$ cat config.mk
export PLATFORM = sky130hd
export DESIGN_NAME = uart_rx_fifo_flat
export DESIGN_NICKNAME = d
export VERILOG_FILES = /design/src/rtl/uart_rx_fifo_if.sv /design/src/rtl/uart_rx_fifo.sv /design/src/flat_wrapper.sv
export SDC_FILE = /design/constraint.sdc
export NUM_CORES = 1
export LEC_CHECK = 0
export ABC_AREA = 1
export BUFFER_PORTS_ARGS = -buffer_cell sky130_fd_sc_hd__buf_4
export CELL_PAD_IN_SITES_DETAIL_PLACEMENT = 1
export CELL_PAD_IN_SITES_GLOBAL_PLACEMENT = 1
export CORE_MARGIN = 4
export CORE_UTILIZATION = 52
export CTS_CLUSTER_DIAMETER = 120
export DETAILED_ROUTE_END_ITERATION = 6
export PLACE_DENSITY = 0.84
export SETUP_SLACK_MARGIN = 0.3
export SYNTH_ARGS = -nofsm -noshare
export SYNTH_HDL_FRONTEND = slang
export SYNTH_SLANG_ARGS = --single-unit
$ cat constraint.sdc
create_clock -name clk -period 2.8 [get_ports clk]
set_input_delay 0.28 -clock clk [delete_from_list [all_inputs] [get_ports clk]]
set_output_delay 0.28 -clock clk [all_outputs]
set_load 0.01 [all_outputs]
$ cat src/rtl/uart_rx_fifo_if.sv
// Read-side bundle between the receive FIFO and the core's UART read port.
// The FIFO side is the slave (drives data/status); the core side is the master (drives rdreq).
interface uart_rx_fifo_if #(
    parameter int DEPTH_LOG2 = 4
);
    logic                  rdreq;
    logic [7:0]            rdata;
    logic                  empty;
    logic                  full;
    logic [DEPTH_LOG2:0]   count;

    modport master (output rdreq, input rdata, empty, full, count);
    modport slave  (input rdreq, output rdata, empty, full, count);
endinterface

$ cat src/rtl/uart_rx_fifo.sv
// 8N1 UART receiver feeding a show-ahead register FIFO, with sticky frame-error
// and overflow flags for debug.
module uart_rx_fifo #(
    parameter int CLKS_PER_BIT = 434,
    parameter int DEPTH_LOG2   = 4
) (
    input  logic clk,
    input  logic rst_n,
    input  logic rxd,
    input  logic err_clr,
    output logic frame_err,
    output logic overflow,
    uart_rx_fifo_if.slave rd
);
    localparam int DEPTH = 1 << DEPTH_LOG2;
    localparam logic [15:0]           HALF_LAST = 16'(CLKS_PER_BIT / 2 - 1);
    localparam logic [15:0]           BIT_LAST  = 16'(CLKS_PER_BIT - 1);
    localparam logic [DEPTH_LOG2:0]   CNT_FULL  = (DEPTH_LOG2 + 1)'(DEPTH);
    localparam logic [DEPTH_LOG2:0]   CNT_ONE   = (DEPTH_LOG2 + 1)'(1);
    localparam logic [DEPTH_LOG2-1:0] PTR_ONE   = DEPTH_LOG2'(1);

    typedef enum logic [1:0] {IDLE, START, DATA, STOP} state_t;

    state_t      state, state_nx;
    logic [15:0] cnt, cnt_nx;
    logic [2:0]  idx, idx_nx;
    logic [7:0]  shreg, shreg_nx;
    logic        push_req, ferr_set;
    logic        rxd_m, rxd_s;

    // Synchronizer presets to the idle level so reset never fakes a start bit.
    always_ff @(posedge clk or negedge rst_n) begin
        if (!rst_n) begin
            rxd_m <= 1'b1;
            rxd_s <= 1'b1;
        end else begin
            // NOTE: non-blocking so rxd_s takes the old rxd_m, giving two real flop stages.
            rxd_m <= rxd;
            rxd_s <= rxd_m;
        end
    end

    always_ff @(posedge clk or negedge rst_n) begin
        if (!rst_n) begin
            state <= IDLE;
            cnt   <= '0;
            idx   <= '0;
            shreg <= '0;
        end else begin
            state <= state_nx;
            cnt   <= cnt_nx;
            idx   <= idx_nx;
            shreg <= shreg_nx;
        end
    end

    always_comb begin
        // NOTE: every output gets a default first, so no path can infer a latch.
        state_nx = state;
        cnt_nx   = cnt + 16'd1;
        idx_nx   = idx;
        shreg_nx = shreg;
        push_req = 1'b0;
        ferr_set = 1'b0;
        case (state)
            IDLE: begin
                cnt_nx = '0;
                if (!rxd_s) state_nx = START;
            end
            START: begin
                if (cnt == HALF_LAST) begin
                    cnt_nx   = '0;
                    idx_nx   = '0;
                    state_nx = rxd_s ? IDLE : DATA;
                end
            end
            DATA: begin
                if (cnt == BIT_LAST) begin
                    cnt_nx          = '0;
                    shreg_nx[idx]   = rxd_s;
                    idx_nx          = idx + 3'd1;
                    if (idx == 3'd7) state_nx = STOP;
                end
            end
            STOP: begin
                if (cnt == BIT_LAST) begin
                    cnt_nx   = '0;
                    state_nx = IDLE;
                    if (rxd_s) push_req = 1'b1;
                    else       ferr_set = 1'b1;
                end
            end
            default: state_nx = IDLE;
        endcase
    end

    logic [7:0]            mem [DEPTH];
    logic [DEPTH_LOG2-1:0] wr_ptr, rd_ptr;
    logic [DEPTH_LOG2:0]   count_nx;
    logic                  do_pop, do_push, ovf_set;

    // A pop in the same cycle frees the slot, so a full FIFO still accepts the push.
    assign do_pop   = rd.rdreq && !rd.empty;
    assign do_push  = push_req && (!rd.full || do_pop);
    assign ovf_set  = push_req && !do_push;
    assign rd.rdata = mem[rd_ptr];

    always_comb begin
        count_nx = rd.count;
        if (do_push && !do_pop)      count_nx = rd.count + CNT_ONE;
        else if (!do_push && do_pop) count_nx = rd.count - CNT_ONE;
    end

    // NOTE: storage is reset because rdata reads it combinationally and must be 0 out of reset.
    always_ff @(posedge clk or negedge rst_n) begin
        if (!rst_n) begin
            for (int i = 0; i < DEPTH; i++) mem[i] <= '0;
        end else if (do_push) begin
            mem[wr_ptr] <= shreg;
        end
    end

    always_ff @(posedge clk or negedge rst_n) begin
        if (!rst_n) begin
            wr_ptr    <= '0;
            rd_ptr    <= '0;
            rd.count  <= '0;
            rd.empty  <= 1'b1;
            rd.full   <= 1'b0;
            frame_err <= 1'b0;
            overflow  <= 1'b0;
        end else begin
            if (do_push) wr_ptr <= wr_ptr + PTR_ONE;
            if (do_pop)  rd_ptr <= rd_ptr + PTR_ONE;
            rd.count <= count_nx;
            rd.empty <= (count_nx == '0);
            rd.full  <= (count_nx == CNT_FULL);
            // A new error event wins over a coincident clear.
            if (ferr_set)     frame_err <= 1'b1;
            else if (err_clr) frame_err <= 1'b0;
            if (ovf_set)      overflow  <= 1'b1;
            else if (err_clr) overflow  <= 1'b0;
        end
    end
endmodule
$ cat src/flat_wrapper.sv
// flat-port wrapper written by rule: the top's interface ports become plain ports
module uart_rx_fifo_flat 
#(
    parameter int CLKS_PER_BIT = 434,
    parameter int DEPTH_LOG2   = 4
)
  (clk, rst_n, rxd, err_clr, frame_err, overflow, rd_rdreq, rd_rdata, rd_empty, rd_full, rd_count);
  uart_rx_fifo_if #(.DEPTH_LOG2(DEPTH_LOG2)) rd_i ();
  input  logic clk;
  input  logic rst_n;
  input  logic rxd;
  input  logic err_clr;
  output logic frame_err;
  output logic overflow;
  input wire logic [$bits(rd_i.rdreq)-1:0] rd_rdreq;
  output wire logic [$bits(rd_i.rdata)-1:0] rd_rdata;
  output wire logic [$bits(rd_i.empty)-1:0] rd_empty;
  output wire logic [$bits(rd_i.full)-1:0] rd_full;
  output wire logic [$bits(rd_i.count)-1:0] rd_count;
  assign rd_i.rdreq = rd_rdreq;
  assign rd_rdata = rd_i.rdata;
  assign rd_empty = rd_i.empty;
  assign rd_full = rd_i.full;
  assign rd_count = rd_i.count;
  uart_rx_fifo #(.CLKS_PER_BIT(CLKS_PER_BIT), .DEPTH_LOG2(DEPTH_LOG2)) u_core (.clk(clk), .rst_n(rst_n), .rxd(rxd), .err_clr(err_clr), .frame_err(frame_err), .overflow(overflow), .rd(rd_i));
endmodule
# == Word-level counts from Yosys, hierarchy flattened ==
# Cells that the tools add are included.
# totals
reg_bits,176
inputBits,5
out_inout_bits,17
wordCells,108
# classes
addsub,6
n_lt_le_gt_ge,5
n_eq_ne,12
n_mux,33
n_bitwise,2
n_reduce_logical,21
# op_table
operator,n
bitwise mux 128 bit,1
case mux 16 bit (3 select lines),1
binary-select mux 8 bit (select 4 bit),1
demux 8 bit (select 4 bit),1
two-way mux 16 bit,2
two-way mux 8 bit,3
adder 16 x 1 -> 16 bit (second input constant),1
== test 16 x 8 -> 1 bit (second input constant),1
== test 16 x 9 -> 1 bit (second input constant),1
two-way mux 2 bit,6
>= comparator 5 bit (second input constant),2
two-way mux 1 bit,10
two-way mux 5 bit,2
NOT 4 -> 5 bit,2
adder 4 x 1 -> 4 bit (second input constant),2
bitwise mux 8 bit,1
!= test 2 x 1 -> 1 bit (second input constant),4
case mux 2 bit (4 select lines),1
logical AND 1 bit,7
two-way mux 3 bit,2
case mux 3 bit (2 select lines),1
nonzero test 2 bit,3
adder 5 x 1 -> 5 bit (second input constant),1
== test 5 bit (second input constant),1
other kinds (18),22

# == Logic depth before layout (Yosys ltp) ==
# logic_depth
ltp_word,9
depth_mapped,13
mapped_depth_nobuf,13

# == Worst setup path after synthesis ==
# No wires, ideal clock.
# synth_path
kind,register -> register
startpoint,reg u_core.cnt[1]
endpoint,reg u_core.mem[101] in the netlist's numbering
setup_ns,0.132
t_arrival_ns,1.718
t_required_ns,2.668
path_slack_ns,0.950
path_stages_with_launch,14
path_buffers,2
period_less_slack_ns,1.850
cell_sequence,dfrtp_1 -> inv_1 -> ha_1 -> nand3_1 -> inv_1 -> nand3_2 -> nor2_4 -> nand2_4 -> clkinv_2 -> buf_8 -> nand3_4 -> buf_6 -> nand2_1 -> o21ai_1
# synth_between
elab_chain_len,4
# synth_lines
element,line_no,source
"start, declared",uart_rx_fifo.sv:25,"logic [15:0] cnt, cnt_nx;"
"start signal, assigned",uart_rx_fifo.sv:51,cnt <= cnt_nx;
== test 16 x 9 -> 1 bit,uart_rx_fifo.sv:86,if (cnt == BIT_LAST) begin
two-way mux 1 bit,uart_rx_fifo.sv:86,
two-way mux 1 bit,uart_rx_fifo.sv:65,case (state)
logical AND 1 bit,uart_rx_fifo.sv:104,assign do_push = push_req && (!rd.full || do_pop);
"end signal, assigned by index",uart_rx_fifo.sv:119,mem[wr_ptr] <= shreg;
"end, declared",uart_rx_fifo.sv:97,logic [7:0] mem [DEPTH];
# Every way passes these cells.
# A chain may end at the register's enable or synchronous reset.

# == Worst setup path after layout ==
# layout_path
startpoint,reg u_core.rd_ptr[0]
endpoint,out rd_rdata[5]
# layout_between
elab_chain_len,4
# layout_lines
element,line_no,source
"start, declared",uart_rx_fifo.sv:98,"logic [DEPTH_LOG2-1:0] wr_ptr, rd_ptr;"
"start signal, assigned",uart_rx_fifo.sv:134,if (do_pop) rd_ptr <= rd_ptr + PTR_ONE;
NOT 4 -> 5 bit (implied by the code),uart_rx_fifo.sv:106,assign rd.rdata = mem[rd_ptr];
binary-select mux 8 bit (select 4 bit),uart_rx_fifo.sv:106,
two-way mux 8 bit (implied by the code) (2 in a row),uart_rx_fifo.sv:106,
"end, declared",flat_wrapper.sv:16,output wire logic [$bits(rd_i.rdata)-1:0] rd_rdata;
# Every way passes these cells. The select of a mux whose other input is x is not followed.

==> impl_metrics.tcl <==
set metrics [dict create \
    worst-setup-path-type "reg2out" \
    synthesis.area_um2 8428 \
    layout_cells_sized_above_1 0.1042 \
    worstSetupEndpointType "primary output" \
    initial_antenna_violation_count 0 \
    final_min_period_over_clock_period 0.8861 \
    finalHoldWorstSlack_ns 0.04384 \
    post_synth_fa_ha_maj_area_fraction 0.02524 \
    final_net_count 959 \
    layout.filler_cells 1817 \
    overall_power_w 0.005475 \
    synth_cells 931 \
    power_density_nw_per_um2 574.4 \
    num_vias 6967 \
    areaGrowthSynthToFinish_pct 13.11 \
    critical_path.cell_chain "buf_16 -> o21ai_0 -> o221ai_1 -> nand3_1 -> nand2_1 -> buf_4" \
    place.gp.congestion 0.8473 \
    post_synth_mux_area_share 0.03325 \
    stdcell_area_um2 9533 \
    result_of_the_run "finished, final reports clean" \
    reg2reg_to "u_core.mem[12]" \
    yosysWarningCount 0 \
    gr-total-overflow 0 \
    reg2reg_depth 11 \
    cap_violations 0 \
    ir_drop_uv 495.0 \
    fin_setup_tns_ns 0 \
    avgRoutedWirePerCell_um 20.84 \
    synth.top_cells.by_count "nand2_1, dfrtp_1, o21ai_1" \
    synthesis.nets 953 \
    synthSimpleGateAreaFrac 0.1903 \
    viasPerCell 5.975 \
    critical_path.startpoint_type "register" \
    critical_path.max_stage_delay_ns 0.41 \
    synth_top_family_by_area "simple AND/OR/NAND/NOR gates" \
    crit_cells 6 \
    core_rows 46 \
    tritoncts "yes" \
    core_area_um2 15890 \
    cts-buffers-inserted 17 \
    die_h_um 135.3 \
    numPortBuffers 21 \
    register_to_register_setup_slack_ns 0.45 \
    drt_drc_violations_left 0 \
    slew_headroom 0.5175 \
    placedInstanceArea_um2 8766 \
    synth-edff-count 0 \
    worst_pin_slew_ns 0.7237 \
    critPathMaxFanout 67 \
    drt_wl_total_um 24300 \
    cts.root.buffer_cell "clkbuf_16" \
    setup_viol 0 \
    synth_cell_type_count 43 \
    clockBufferDepth 2 \
    synth_ff_type "dfrtp_1" \
    htreeDepth 4 \
    grt_first_pass_wirelength_um 39470 \
    post-synth-top-count-cell "nand2_1" \
    crit_end "rd_rdata[5]" \
    post_synth_main_area_contributors "dfrtp_1, nand2_1, o21ai_1" \
    synth_compound_gate_area_share 0.1522 \
    crit_path_top_delay_cell "dfrtp_2" \
    cellLeakagePower_nw 4.280 \
    netlist.top_cell.by_area "dfrtp_1" \
    clkSlewWorstSetupHoldPaths_ns 0.07 \
    initial_utilization 0.5306 \
    grt_util_all_layers 0.2774 \
    final-max-slew-violation-count 0 \
    critical-path-top-delay-family "compound AO/OA/AOI/OAI gates" \
    dp.final_hpwl_um 15370 \
    postSynth.asyncResetShare 1.000 \
    worstSetupStartpoint "u_core.rd_ptr[0]" \
    crit_required_ns 2.52 \
    grt_max_degree 73 \
    vias_in_the_first_global_route 7455 \
    syn-mean-instance-area_um2 9.053 \
    floorplan.die.width_um 135.3 \
    rsz_0062_raised_after_global_routing "true" \
    crit_arrival_ns 2.20 \
    min-delay-path-class "in2reg" \
    synth.ff_latch_count 176 \
    numClockSinks 176 \
    synth_seq_area_share 0.5230 \
    finClkSkew_ns 0.007843 \
    io_pins 22 \
    worst-path-buf-inv 2 \
    r2r-start "u_core.cnt[1]" \
    timing.final.crit_period_ns 2.481 \
    max_freq_mhz 403.0 \
    die-area_um2 18310 \
    antenna_cells_inserted 0 \
    timing.final.hold_violations 0 \
    synth_xor_xnor_area_share 0.01871 \
    worst_skew_pair.late_latency_ns 0.44 \
    ant_nets 0 \
    drt_pass1_iterations 5 \
    detailedRoute.firstIterationViolations 517 \
    share_of_the_synthesized_area_in_the_top_cell_type 0.5137 \
]
layout by cell type (no fill, tap or decap), types with 26 or more instances in the layout:
master and instances:
dfrtp_1 171, nand2_1 194, o21ai_1 129, o21ai_0 48
inv_1 55, nor2_1 83, o221ai_1 28, buf_4 28
nand3_1 31, mux2i_1 26
report_power, final:
| group | leakage [nW] | internal [W] | switching (W) | total, W |
|---|---|---|---|---|
| sequential | 2.41 | 0.00255 | 0.00000317 | 0.00255 |
| clock | 0.325 | 0.00176 | 0.00103 | 0.00279 |
| combinational | 1.55 | 0.0000367 | 0.0000964 | 0.000133 |
worst min path at each step:
stage | start | to | slack, ns | cells past startpoint
final | err_clr | u_core.overflow | 0.04 | 2
after global routing | err_clr | u_core.frame_err | 0.04 | 2
after global placement | rst_n | u_core.mem[127] | 0.35 | 1
after detailed placement | u_core.rxd_m | u_core.rxd_s | 0.35 | 0
after CTS | err_clr | u_core.overflow | 0.04 | 2
after floorplan | rst_n | async pin | -0.02 | 0
metal layers:
metal | share of wire | wire length [um] | vias to the layer above | global-route usage
met5 | 0 | 0 | - | 0
met4 | 0.031 | 750 | 0 | 0.1120
met3 | 0.039 | 945 | 56 | 0.04941
met2 | 0.51 | 12500 | 193 | 0.4721
met1 | 0.42 | 10100 | 3549 | 0.3523
li1 | - | - | 3169 | -
logic make-up after synthesis:
logic type / Yosys count
AOI/OAI and AO/OA: 228
muxes: 28
xor gates and xnor gates: 18
and+or+nand+nor: 354
DFF: 176
buffers and inverters: 110
adders and majority gates: 17
registers in the layout (all words and copies together) (netlist names), named ones only:
signal,flops
u_core.rxd_m,1
u_core.cnt,16
u_core.rxd_s,1
u_core.frame_err,1
u_core.rd_ptr,4
u_core.mem,128
u_core.shreg,8
u_core.state,1
u_core.rd.count,5
u_core.wr_ptr,4
u_core.overflow,1
u_core.rd.full,1
u_core.idx,3
u_core.rd.empty,1
layout make-up:
cell class	count	area (um2)	share of cell area
clock buffers	17	425.4	0.04463
clock inverters	15	264.0	0.02769
inverters	60	227.7	0.02389
multi-input cells	645	3572	0.3747
flip-flops and latches	176	4413	0.4629
well taps	216	270.3	0.02835
repair buffers	37	360.3	0.03780
metrics by stage:
stage | setup slack (ns) | utilization | std cells
after floorplan | 0.9496 | - | 931
after CTS | 0.3633 | 0.5967 | 1165
after detailed placement | 0.3978 | 0.5518 | 1131
after global placement | 0.5832 | 0.5518 | 1131
after global routing | 0.2620 | 0.6001 | 1166
final | 0.3189 | 0.6001 | 1166
timing repair:
item	in CTS	in global routing
hold endpoints to repair	70	0
endpoints found under the setup margin	6	34
gates resized for setup	2	7
gates cloned	0	0
hold buffers	2	0
setup buffers	0	1
(Power assumes the default switching activity.)
